### src/rtl/imm_rot_encoder_pkg.sv
// Shared definitions for the rotated-immediate encoder: widths, FSM states and
// a rotate-right helper used to cross-check encoded results.
package arm_pkg;

  localparam int DATA_W    = 32;
  localparam int ROT_STEPS = 16;
  localparam int ROT_W     = 4;
  localparam int IMM_W     = 8;

  typedef enum logic [1:0] {
    IDLE   = 2'd0,
    SEARCH = 2'd1,
    DONE   = 2'd2
  } imm_enc_state_t;

  // Rotate right by amt; amt == 0 returns d unchanged.
  function automatic logic [31:0] ror32(logic [31:0] d, logic [4:0] amt);
    logic [63:0] t;
    t = {d, d} >> amt;
    return t[31:0];
  endfunction

endpackage

### src/rtl/imm_rot_encoder_if.sv
// Request/result bundle of the rotated-immediate encoder.
interface imm_rot_encoder_if;
  import arm_pkg::*;

  logic              start;
  logic [DATA_W-1:0] value;
  logic              busy;
  logic              done;
  logic              valid;
  logic [ROT_W-1:0]  rot;
  logic [IMM_W-1:0]  imm8;
  logic [11:0]       operand2;

  modport master (
    output start, value,
    input  busy, done, valid, rot, imm8, operand2
  );

  modport slave (
    input  start, value,
    output busy, done, valid, rot, imm8, operand2
  );

endinterface

### src/rtl/imm_rot_encoder_chk.sv
// Property checker: a valid encoding must rotate back to the captured value.
module imm_rot_encoder_chk
  import arm_pkg::*;
(
  input logic              clk,
  input logic              reset_n,
  input logic              done,
  input logic              valid,
  input logic [ROT_W-1:0]  rot,
  input logic [IMM_W-1:0]  imm8,
  input logic [DATA_W-1:0] val
);

  a_roundtrip: assert property (@(posedge clk) disable iff (!reset_n)
    (done && valid) |-> (ror32({24'd0, imm8}, {rot, 1'b0}) == val));

  a_done_pulse: assert property (@(posedge clk) disable iff (!reset_n)
    done |=> !done);

endmodule

### src/rtl/imm_rot_encoder_rol32.sv
// Combinational 32-bit rotate-left.
module rol32 (
  input  logic [31:0] data,
  input  logic [4:0]  amt,
  output logic [31:0] result
);

  logic [63:0] dbl_s;

  // The upper half of the doubled word shifted left is the rotated word.
  assign dbl_s  = {data, data} << amt;
  assign result = dbl_s[63:32];

endmodule

### src/rtl/imm_rot_encoder.sv
// Sequential encoder for ARM rotated immediates: tries rot = 0..15, one per
// cycle, and reports the smallest rot whose rotated value fits in 8 bits.
module imm_rot_encoder
  import arm_pkg::*;
(
  input  logic               clk,
  input  logic               reset_n,
  imm_rot_encoder_if.slave   bus
);

  imm_enc_state_t    state_q, state_d;
  logic [DATA_W-1:0] val_q, val_d;
  logic [ROT_W-1:0]  cnt_q, cnt_d;
  logic [ROT_W-1:0]  rot_q, rot_d;
  logic [IMM_W-1:0]  imm8_q, imm8_d;
  logic              valid_q, valid_d;
  logic              busy_q, busy_d;
  logic              done_q, done_d;
  logic [DATA_W-1:0] cand_s;
  logic              match_s;

  rol32 u_rol (
    .data   (val_q),
    .amt    ({cnt_q, 1'b0}),
    .result (cand_s)
  );

  assign match_s = (cand_s[DATA_W-1:IMM_W] == 24'd0);

  // Next-state and result update.
  always_comb begin
    state_d = state_q;
    val_d   = val_q;
    cnt_d   = cnt_q;
    rot_d   = rot_q;
    imm8_d  = imm8_q;
    valid_d = valid_q;
    case (state_q)
      IDLE: begin
        if (bus.start) begin
          val_d   = bus.value;
          cnt_d   = 4'd0;
          rot_d   = 4'd0;
          imm8_d  = 8'd0;
          valid_d = 1'b0;
          state_d = SEARCH;
        end else begin
          state_d = IDLE;
        end
      end
      SEARCH: begin
        if (match_s) begin
          rot_d   = cnt_q;
          imm8_d  = cand_s[IMM_W-1:0];
          valid_d = 1'b1;
          state_d = DONE;
        end else if (cnt_q == ROT_W'(ROT_STEPS - 1)) begin
          rot_d   = 4'd0;
          imm8_d  = 8'd0;
          valid_d = 1'b0;
          state_d = DONE;
        end else begin
          cnt_d   = cnt_q + 4'd1;
        end
      end
      DONE: begin
        state_d = IDLE;
      end
      default: begin
        state_d = IDLE;
      end
    endcase
    busy_d = (state_d != IDLE);
    done_d = (state_d == DONE);
  end

  // State and output registers.
  always_ff @(posedge clk or negedge reset_n) begin
    if (!reset_n) begin
      state_q <= IDLE;
      val_q   <= 32'd0;
      cnt_q   <= 4'd0;
      rot_q   <= 4'd0;
      imm8_q  <= 8'd0;
      valid_q <= 1'b0;
      busy_q  <= 1'b0;
      done_q  <= 1'b0;
    end else begin
      state_q <= state_d;
      val_q   <= val_d;
      cnt_q   <= cnt_d;
      rot_q   <= rot_d;
      imm8_q  <= imm8_d;
      valid_q <= valid_d;
      busy_q  <= busy_d;
      done_q  <= done_d;
    end
  end

  assign bus.busy     = busy_q;
  assign bus.done     = done_q;
  assign bus.valid    = valid_q;
  assign bus.rot      = rot_q;
  assign bus.imm8     = imm8_q;
  assign bus.operand2 = {rot_q, imm8_q};

  imm_rot_encoder_chk u_chk (
    .clk     (clk),
    .reset_n (reset_n),
    .done    (done_q),
    .valid   (valid_q),
    .rot     (rot_q),
    .imm8    (imm8_q),
    .val     (val_q)
  );

endmodule

### src/flat_wrapper.sv
// flat-port wrapper written by rule: the top's interface ports become plain ports
module imm_rot_encoder_flat import arm_pkg::*;
  (clk, reset_n, bus_start, bus_value, bus_busy, bus_done, bus_valid, bus_rot, bus_imm8, bus_operand2);
  imm_rot_encoder_if bus_i ();
  input  logic clk;
  input  logic reset_n;
  input wire logic [$bits(bus_i.start)-1:0] bus_start;
  input wire logic [$bits(bus_i.value)-1:0] bus_value;
  output wire logic [$bits(bus_i.busy)-1:0] bus_busy;
  output wire logic [$bits(bus_i.done)-1:0] bus_done;
  output wire logic [$bits(bus_i.valid)-1:0] bus_valid;
  output wire logic [$bits(bus_i.rot)-1:0] bus_rot;
  output wire logic [$bits(bus_i.imm8)-1:0] bus_imm8;
  output wire logic [$bits(bus_i.operand2)-1:0] bus_operand2;
  assign bus_i.start = bus_start;
  assign bus_i.value = bus_value;
  assign bus_busy = bus_i.busy;
  assign bus_done = bus_i.done;
  assign bus_valid = bus_i.valid;
  assign bus_rot = bus_i.rot;
  assign bus_imm8 = bus_i.imm8;
  assign bus_operand2 = bus_i.operand2;
  imm_rot_encoder u_core (.clk(clk), .reset_n(reset_n), .bus(bus_i));
endmodule
### config.mk
export PLATFORM = sky130hd
export DESIGN_NAME = imm_rot_encoder_flat
export DESIGN_NICKNAME = d
export VERILOG_FILES = /design/src/rtl/imm_rot_encoder_pkg.sv /design/src/rtl/imm_rot_encoder_if.sv /design/src/rtl/imm_rot_encoder_chk.sv /design/src/rtl/imm_rot_encoder_rol32.sv /design/src/rtl/imm_rot_encoder.sv /design/src/flat_wrapper.sv
export SDC_FILE = /design/constraint.sdc
export NUM_CORES = 1
export LEC_CHECK = 0
export CORE_MARGIN = 3
export CORE_UTILIZATION = 59
export CTS_BUF_LIST = sky130_fd_sc_hd__clkbuf_16
export DETAILED_ROUTE_END_ITERATION = 6
export PLACE_DENSITY = 0.87
export SLEW_MARGIN = 20
export SYNTH_ARGS = -nofsm -noshare
export SYNTH_HDL_FRONTEND = slang
export SYNTH_SLANG_ARGS = --single-unit
### constraint.sdc
create_clock -name clk -period 5.6 [get_ports clk]
set_input_delay 1.12 -clock clk [delete_from_list [all_inputs] [get_ports clk]]
set_output_delay 1.12 -clock clk [all_outputs]
set_load 0.05 [all_outputs]
* After elaboration in Yosys (flattened, before gate mapping)
Cells that the tools add are included.
** Operators by class
- Add/sub/neg operators :: 1
- Equality and inequality tests :: 7
- Shift operators :: 1
- Mux-type cells :: 19
- Reductions and logical operators :: 7
** Operator list (number)
- 64-bit by 5-bit left shift with 64-bit output :: 1
- 24-bit logical NOT :: 1
- 8-bit 2-to-1 mux :: 3
- 4-bit 2-to-1 mux :: 5
- 4-bit one-hot mux with 2 select lines :: 2
- 8-bit one-hot mux with 2 select lines :: 1
- 2-bit != test, second input constant :: 3
- 4-bit by 1-bit adder with 4-bit output, second input constant :: 1
- 4-bit == test, second input constant :: 1
- 1-bit 2-to-1 mux :: 4
- 2-bit 2-to-1 mux :: 2
- 2-bit one-hot mux with 2 select lines :: 1
- 4-bit AND reduction :: 1
- 2-bit nonzero test :: 2
- 3-bit by 1-bit != test with 1-bit output, second input constant :: 1
- 3-bit AND reduction :: 1
- 2-bit by 1-bit == test with 1-bit output, second input constant :: 1
- 2-bit == test, second input constant :: 1
- 2-bit logical NOT :: 1
- 1-bit one-hot mux with 2 select lines :: 1
- 2-bit AND reduction :: 1
** Word-level totals
- Bits in registers :: 53
- Input port bits :: 35
- Output and inout bits :: 27
- Word-level logic and storage cells :: 43

* Depth between registers and ports, before layout
Gate-level depths: netlist of run 1.
- Depth in word-level cells :: 5
- Gate-level depth with buffers :: 12

* Modules after synthesis
Synthesis of run 1 repeated with hierarchy kept, for this count alone.
** Unflattened totals
- Cell total of the unflattened synthesis :: 364
- Area total of the unflattened synthesis :: 4167.7 µm²
** Modules (own cells, without submodules)
- imm_rot_encoder :: times used 1, cells each 248, area each 2218.4 µm²
- rol32 :: times used 1, cells each 116, area each 1949.4 µm²

* Least setup slack after synthesis of run 1
OpenSTA, ideal clock, no wires.
- Path kind :: reg2reg
- Start point :: register u_core.cnt_q[0]
- End point :: register u_core.rot_q[1], in the netlist u_core.bus.rot[1]
- Arrival time :: 2607 ps
- Data required time :: 5479 ps
- Setup slack :: 2872 ps
- Cell stages (with the launch flop) :: 11
- Path buffers :: 2
- Clock period less this slack :: 2728 ps
- Cells stage by stage :: dfrtp_1 > buf_6 > mux4_2 > or3b_1 > a211o_1 > a211oi_2 > a31oi_1 > a211oi_4 > o21ai_2 > buf_6 > a22o_1
** On the way
- Cells in the longest elaborated chain, start to end :: 4
- Elaborated cells on any way between the ends :: 7
** RTL lines
- from (decl) :: RTL line imm_rot_encoder.sv:13 : logic [ROT_W-1:0] cnt_q, cnt_d;
- from (signal assigned) :: RTL line imm_rot_encoder.sv:91 : cnt_q <= cnt_d;
- 64-bit by 5-bit left shift with 64-bit output :: RTL line imm_rot_encoder_rol32.sv:11 : assign dbl_s = {data, data} << amt;
- 24-bit logical NOT :: RTL line imm_rot_encoder.sv:28 : assign match_s = (cand_s[DATA_W-1:IMM_W] == 24'd0);
- 3-bit by 1-bit != test with 1-bit output (no source line) or 4-bit 2-to-1 mux (tied branches)
- 3-bit AND reduction (no source line) or 4-bit one-hot mux with 2 select lines (tied branches)
- to (signal assigned) :: RTL line imm_rot_encoder.sv:92 : rot_q <= rot_d;
- to (decl) :: RTL line imm_rot_encoder.sv:14 : logic [ROT_W-1:0] rot_q, rot_d;
Parallel ways exist; a longest one is shown, timed or not.
A chain may end at the register's enable or synchronous reset.

* Worst setup path in the final report of run 1
- Start point :: register u_core.cnt_q[0]
- End point :: register u_core.rot_q[0], in the netlist u_core.bus.rot[0]
Same word-level chain as after synthesis.

==> results by group, run 1 <==
Outcome
  – Status: complete, no violations

Final layout
  – Fraction of layout cells with a size suffix above 1: 11.9%
  – Antenna Diode Count: 0
  – Fin nets: 489
  – FILL cells: 470
  – Final std cells w/o fill: 529
  – Syn-to-layout area delta: 18.0%
  – Final instance area: 0.00449 mm^2

Global route
  – Global Route Usage Sum: 26.1%
  – Initial antenna violation count: 0
  – GR Overflow Total: 0
  – Number of global-route vias before repair: 3088
  – First-pass GRT wire length: 15500 um
  – Pin count of the biggest net entering global routing: 54

STA
  – Slew @ Worst Pin: 0.641 ns
  – Setup TNS: 0 ns
  – Slew margin rel.: 57.1%
  – Final min period: 3.42 ns
  – Clk_skew: 0.00478 ns
  – Final Slew Violations: 0
  – Tcrit/Tclk final: 61.0%
  – RSZ-0062 raised after global routing: no
  – Final setup vio count: 0
  – Final hold vios: 0
  – Fmax: 293 MHz

Logic synthesis
  – Mux cell area share after synthesis: 20.0%
  – Synth Area in XOR/XNOR: 0%
  – Sequential element share of the synthesized area: 34.9%
  – Post-Synth Simple-Gate Area: 21.8%
  – Mapped Area: 0.00380 mm^2
  – Number of enable flip-flop cells after synthesis: 0
  – Synth Instances: 423
  – Yosys reg bits: 53
  – Post-Syn Area per Cell: 8.99 um^2
  – Synth async-reset ratio: 100%
  – Synth Area in Compound Gates: 16.1%
  – Netlist cell types: 51
  – Synthesized Nets: 459
  – Yosys warning count: 0
  – Main synth FF type: dfrtp_1
  – Largest family of logic cells by synthesized area: simple AND/OR/NAND/NOR gates
  – Adder-cell share of the synthesized area: 0.329%

Routing
  – Avg WL per Cell: 17.9 um
  – Iter 0 DRT Violations: 402
  – DR pass1 iterations: 5
  – # DRC: 0
  – Post-route ant nets: 0
  – Routed wire length: 9460 um
  – Vias/cell: 6.33
  – Routed vias: 3347

Placed design
  – I/O Buffers: 61
  – Placed cell area: 0.00429 mm^2
  – Final GP Congestion: 1.00
  – DP Cell Count: 521
  – DP HPWL: 6650 um

Clocking
  – Clock Tree Root: clkbuf_16
  – Clock sinks: 53
  – TritonCTS clock tree: built
  – # resized after CTS: 0
  – CTS Buffer Depth: 2
  – Num CTS Buffers: 5
  – CTS Hold Bufs: 0
  – Clock Latency Late Sink: 0.29 ns
  – H-tree depth: 2
  – Worst-path clk slew: 0.07 ns
  – Post-CTS setup buffer count: 0

Setup path
  – Critical path peak fanout: 47
  – WP data arrival: 3.60 ns
  – Startpoint types: flip-flop
  – CP required: 5.78 ns
  – Critical path class: reg -> reg
  – Critical Path End Type: flip-flop

Power
  – Leak: 1.94 nW
  – Power density over the cells: 598 mW/mm^2
  – Worst IR drop on VDD: 0.452 mV

Run
  – Max_cap viols: 0

Min path
  – Hold WC Path Type: reg -> reg

Floorplan
  – Die area: 0.00745 mm^2
  – Die Span Y: 86.3 um
  – Core area: 0.00610 mm^2
  – Initial core utilization: 62.4%
  – Row cnt: 28
  – Ports: 62
  – Die X: 86.3 um
## placed cells by master, fill, tap and decap left out, drive strengths merged, types with 8 or more instances in the layout
cell type and n:
nor2 16, dfrtp 53, a21oi 23, nand2b 8, nor3 13, o21ai 8
clkdlybuf4s50 60, mux4 16, a22o 12, mux2i 32, nor2b 9, a211oi 10
nand2 111
## report_power, final
group / internal, mW / switching, mW
combinational: 0.696 / 0.831
clock: 0.255 / 0.140
sequential: 0.512 / 0.251
total: 1.46 / 1.22
## Yosys cell counts (all sizes together) (4+ instances only)
cell     count  area, um^2
nor2b        9        56.3
a21oi       23         115
nor2        16        60.1
mux2i       32         320
nand2b       8        50.1
clkbuf      13        48.8
nor3b        4        30.0
dfrtp       53        1330
o21ai        8        43.8
nand2      111         417
a211oi      10        92.6
a22o        12         105
nor3        13        65.1
a31oi        5        31.3
a2111oi      5        43.8
mux4        16         360
mux2         7        78.8
o32ai        5        43.8
buf         31         206
## through the flow
step / worst slack (ns) / hold WS [ns] / util (%) / power, mW
after floorplan: 2.87 / 0.482 / - / 1.92
after global placement: 2.35 / 0.469 / 70.4 / 2.22
after detailed placement: 2.25 / 0.466 / 70.4 / 2.25
after CTS: 2.24 / 0.482 / 73.6 / 2.66
after global routing: 1.89 / 0.497 / 73.6 / 2.87
final: 2.18 / 0.479 / 73.6 / 2.69
## area by class of cell
| cell class | instances | area, um^2 | share of cell area [%] |
|---|---|---|---|
| clock buffers | 5 | 125 | 2.79 |
| clock inverters | 3 | 65.1 | 1.45 |
| inverters | 2 | 7.51 | 0.167 |
| repair buffers | 67 | 651 | 14.5 |
| well taps | 75 | 93.8 | 2.09 |
| multi-input cells | 324 | 2220 | 49.4 |
| flip-flops and latches | 53 | 1330 | 29.6 |
## cells by family after synthesis
kind of cell,count (synthesis)
and+or+nand+nor,183
AOI/OAI and AO/OA,85
muxes,55
DFF,53
buffers and inverters,46
adders and majority gates,1
## metal layers
layer	share of wire, %	wire length [um]	global-route usage (%)	up-vias
met3	8.1	764	2.76	20
met1	42	4020	37.0	1567
met5	0	0	0	-
met4	1.7	164	7.08	0
li1	-	-	-	1572
met2	48	4520	43.1	188
## registers in the layout, indices dropped and copies added, names as in the netlist
name and count:
u_core.state_q 2, u_core.bus.rot 4, u_core.bus.valid 1, u_core.val_q 32, u_core.bus.busy 1, u_core.bus.imm8 8
u_core.bus.done 1, u_core.cnt_q 4
## path summary, 6_finish.rpt
check | startpoint | end | slack, ns | cells after the start
max in group asynchronous | reset_n | u_core.cnt_q[0]$_DFFE_PN0P_ | 4.20 | 2
worst min-delay path | u_core.bus.valid$_DFFE_PN0P_ | u_core.bus.valid$_DFFE_PN0P_ | 0.48 | 1
min in group asynchronous | reset_n | u_core.bus.rot[1]$_DFFE_PN0P_ | 0.93 | 2
worst min register to register | u_core.bus.valid$_DFFE_PN0P_ | u_core.bus.valid$_DFFE_PN0P_ | 0.48 | 1
worst max register to register | u_core.cnt_q[0]$_DFFE_PN0P_ | u_core.bus.rot[0]$_DFFE_PN0P_ | 2.18 | 8
worst max-delay path | u_core.cnt_q[0]$_DFFE_PN0P_ | u_core.bus.rot[0]$_DFFE_PN0P_ | 2.18 | 8
## critical path, cell delays in order (launching register included)
cell and delay, ns:
dfrtp_2 0.62, buf_4 0.49, mux2i_1 0.55, nand4_1 0.15
a211oi_1 0.33, nand3_1 0.19, a211oi_4 0.45, o21ai_2 0.23
a22o_1 0.28
No activity file was read; power rests on OpenSTA's default activity.
==> run 2, diff against run 1 <==
--- a/config.mk
+++ b/config.mk
@@ -6,10 +6,10 @@
 export NUM_CORES = 1
 export LEC_CHECK = 0
 export CORE_MARGIN = 3
-export CORE_UTILIZATION = 59
+export CORE_UTILIZATION = 54
 export CTS_BUF_LIST = sky130_fd_sc_hd__clkbuf_16
 export DETAILED_ROUTE_END_ITERATION = 6
-export PLACE_DENSITY = 0.87
+export PLACE_DENSITY = 0.81
 export SLEW_MARGIN = 20
 export SYNTH_ARGS = -nofsm -noshare
 export SYNTH_HDL_FRONTEND = slang
==> constraint.sdc (replaced) <==
create_clock -name clk -period 3.45 [get_ports clk]
set_input_delay 0.69 -clock clk [delete_from_list [all_inputs] [get_ports clk]]
set_output_delay 0.69 -clock clk [all_outputs]
set_load 0.05 [all_outputs]
==> run 2 against run 1 <==
  * Sequential power up 70%
  * Total power is 63% higher
  * Critical path depth up 1
  * Sequential cell count unchanged
  * Cell area grew 1.8%
  * Setup slack worse by 1.9 ns
  * Sequential share of layout area is 0.52 points lower
  * First-iteration DRC count is 25% lower
  * Fmax grew 7.2%
  * Largest cell class unchanged
==> results by group, run 2 (synthesis results as in run 1) <==
Floorplan
  – Initial core utilization: 57.9%
  – Die X: 89.9 um
  – Die area: 0.00809 mm^2
  – Row cnt: 29
  – Ports: 62
  – Core area: 0.00657 mm^2
  – Die Span Y: 89.9 um

STA
  – Final worst slack: 0.263 ns
  – RSZ-0062 raised after global routing: no
  – Slew margin rel.: 59.0%
  – Fmax: 314 MHz
  – Final hold vios: 0
  – Slew @ Worst Pin: 0.615 ns
  – Final Slew Violations: 0
  – Final min period: 3.19 ns
  – Setup TNS: 0 ns
  – Tcrit/Tclk final: 92.4%
  – Clk_skew: 0.00695 ns
  – Final setup vio count: 0

Routing
  – DR pass1 iterations: 5
  – Iter 0 DRT Violations: 302
  – Routed vias: 3313
  – Routed wire length: 9820 um
  – Post-route ant nets: 0
  – # DRC: 0
  – Vias/cell: 5.95
  – Avg WL per Cell: 17.6 um

Power
  – Worst IR drop on VDD: 0.471 mV
  – Leak: 1.98 nW
  – Power density over the cells: 955 mW/mm^2
  – Total power: 4.36 mW

Setup path
  – WP data arrival: 3.36 ns
  – Critical path peak fanout: 25
  – R2R cell count: 9
  – CP required: 3.62 ns
  – Critical path class: reg -> reg
  – Worst-path cell chain: buf_12, mux2_2, nand2_1, o21ai_0, a2111oi_0, a31oi_1, a211oi_4, o21ai_2, a22o_1
  – CP max stage delay: 0.57 ns
  – Slowest cell on crit path: dfrtp_2
  – Critical Path End Type: flip-flop
  – Startpoint types: flip-flop

Final layout
  – Fin nets: 499
  – Antenna Diode Count: 0
  – Most frequent cells in the layout: nand2_1 (111), clkdlybuf4s50_1 (60), dfrtp_1 (52)
  – Reg with most FFs: u_core.val_q
  – Syn-to-layout area delta: 20.1%
  – Fraction of layout cells with a size suffix above 1: 13.1%
  – FILL cells: 538
  – Most common cell after layout, fill and taps aside: nand2_1
  – Final instance area: 0.00457 mm^2
  – Largest register FFs: 32

Clocking
  – Clock sinks: 53
  – Post-CTS setup buffer count: 0
  – Clock Tree Root: clkbuf_16
  – H-tree depth: 2
  – TritonCTS clock tree: built
  – Num CTS Buffers: 5
  – Clock Latency Late Sink: 0.29 ns
  – # resized after CTS: 0
  – CTS Buffer Depth: 2
  – Worst-path clk slew: 0.06 ns
  – CTS Hold Bufs: 0

Placed design
  – Final GP Congestion: 0.918
  – Placed cell area: 0.00440 mm^2
  – Dpl ws: 0.360 ns
  – I/O Buffers: 61
  – DP HPWL: 7480 um

Global route
  – First-pass GRT wire length: 16000 um
  – Number of global-route vias before repair: 3082
  – Initial antenna violation count: 0
  – Pin count of the biggest net entering global routing: 34
  – GR Overflow Total: 0
  – Global Route Usage Sum: 24.2%

Outcome
  – Status: complete, no violations

Min path
  – Hold WC Path Type: in -> async

Run
  – Max_cap viols: 0
-- run 2: per-stage QoR --
stage	hold WS, ns	util, %	std cells
final	0.304	69.6	557
after global routing	0.336	69.6	557
after CTS	0.313	69.6	557
after detailed placement	0.480	67.1	549
after global placement	0.465	67.1	549
after floorplan	0.394	-	423
-- run 2: per-layer routing --
metal / track usage, % / wire, um
met1: 32.9 / 4360
met2: 41.3 / 4810
met3: 3.76 / 572
met4: 5.10 / 82
met5: 0 / 0
-- run 2: worst max-delay path: cells and delay by family (launching register included) --
family	cells	cell delay (ns)
buf+inv	1	0.23
simple gates	1	0.07
mux	1	0.37
flops	1	0.57
compound gates	6	1.84
-- run 2: layout make-up --
type / count / area [um^2] / share of cell area (%)
Multi-Input combinational cell: 324 / 2210 / 48.5
Sequential cell: 53 / 1330 / 29.1
Timing Repair Buffer: 77 / 738 / 16.2
Clock buffer: 5 / 125 / 2.74
Tap cell: 93 / 116 / 2.55
Clock inverter: 3 / 38.8 / 0.849
Inverter: 2 / 7.51 / 0.164
-- run 2: power by group --
group          internal (mW)  switching [mW]  total [mW]  leakage, nW
sequential             0.831           0.466        1.30        0.676
combinational           1.20            1.31        2.51         1.22
clock                  0.339           0.215       0.553       0.0850
-- run 2: path summary, 6_finish.rpt --
check | start | to | slack, ns
max | u_core.cnt_q[0]$_DFFE_PN0P_ | u_core.bus.imm8[1]$_DFFE_PN0P_ | 0.26
min | reset_n | u_core.bus.imm8[3]$_DFFE_PN0P_ | 0.30
max reg2reg | u_core.cnt_q[0]$_DFFE_PN0P_ | u_core.bus.imm8[1]$_DFFE_PN0P_ | 0.26
min reg2reg | u_core.bus.valid$_DFFE_PN0P_ | u_core.bus.valid$_DFFE_PN0P_ | 0.48
max in group asynchronous | reset_n | u_core.val_q[12]$_DFFE_PN0P_ | 2.53
min in group clk | u_core.bus.valid$_DFFE_PN0P_ | u_core.bus.valid$_DFFE_PN0P_ | 0.48
==> run 3, diff against run 2 <==
--- a/config.mk
+++ b/config.mk
@@ -10,7 +10,7 @@
 export CTS_BUF_LIST = sky130_fd_sc_hd__clkbuf_16
 export DETAILED_ROUTE_END_ITERATION = 6
 export PLACE_DENSITY = 0.81
-export SLEW_MARGIN = 20
+export SLEW_MARGIN = 10
 export SYNTH_ARGS = -nofsm -noshare
 export SYNTH_HDL_FRONTEND = slang
 export SYNTH_SLANG_ARGS = --single-unit
==> results of run 3 <==
The final DEF is identical to that of run 2; final timing and power are the same.
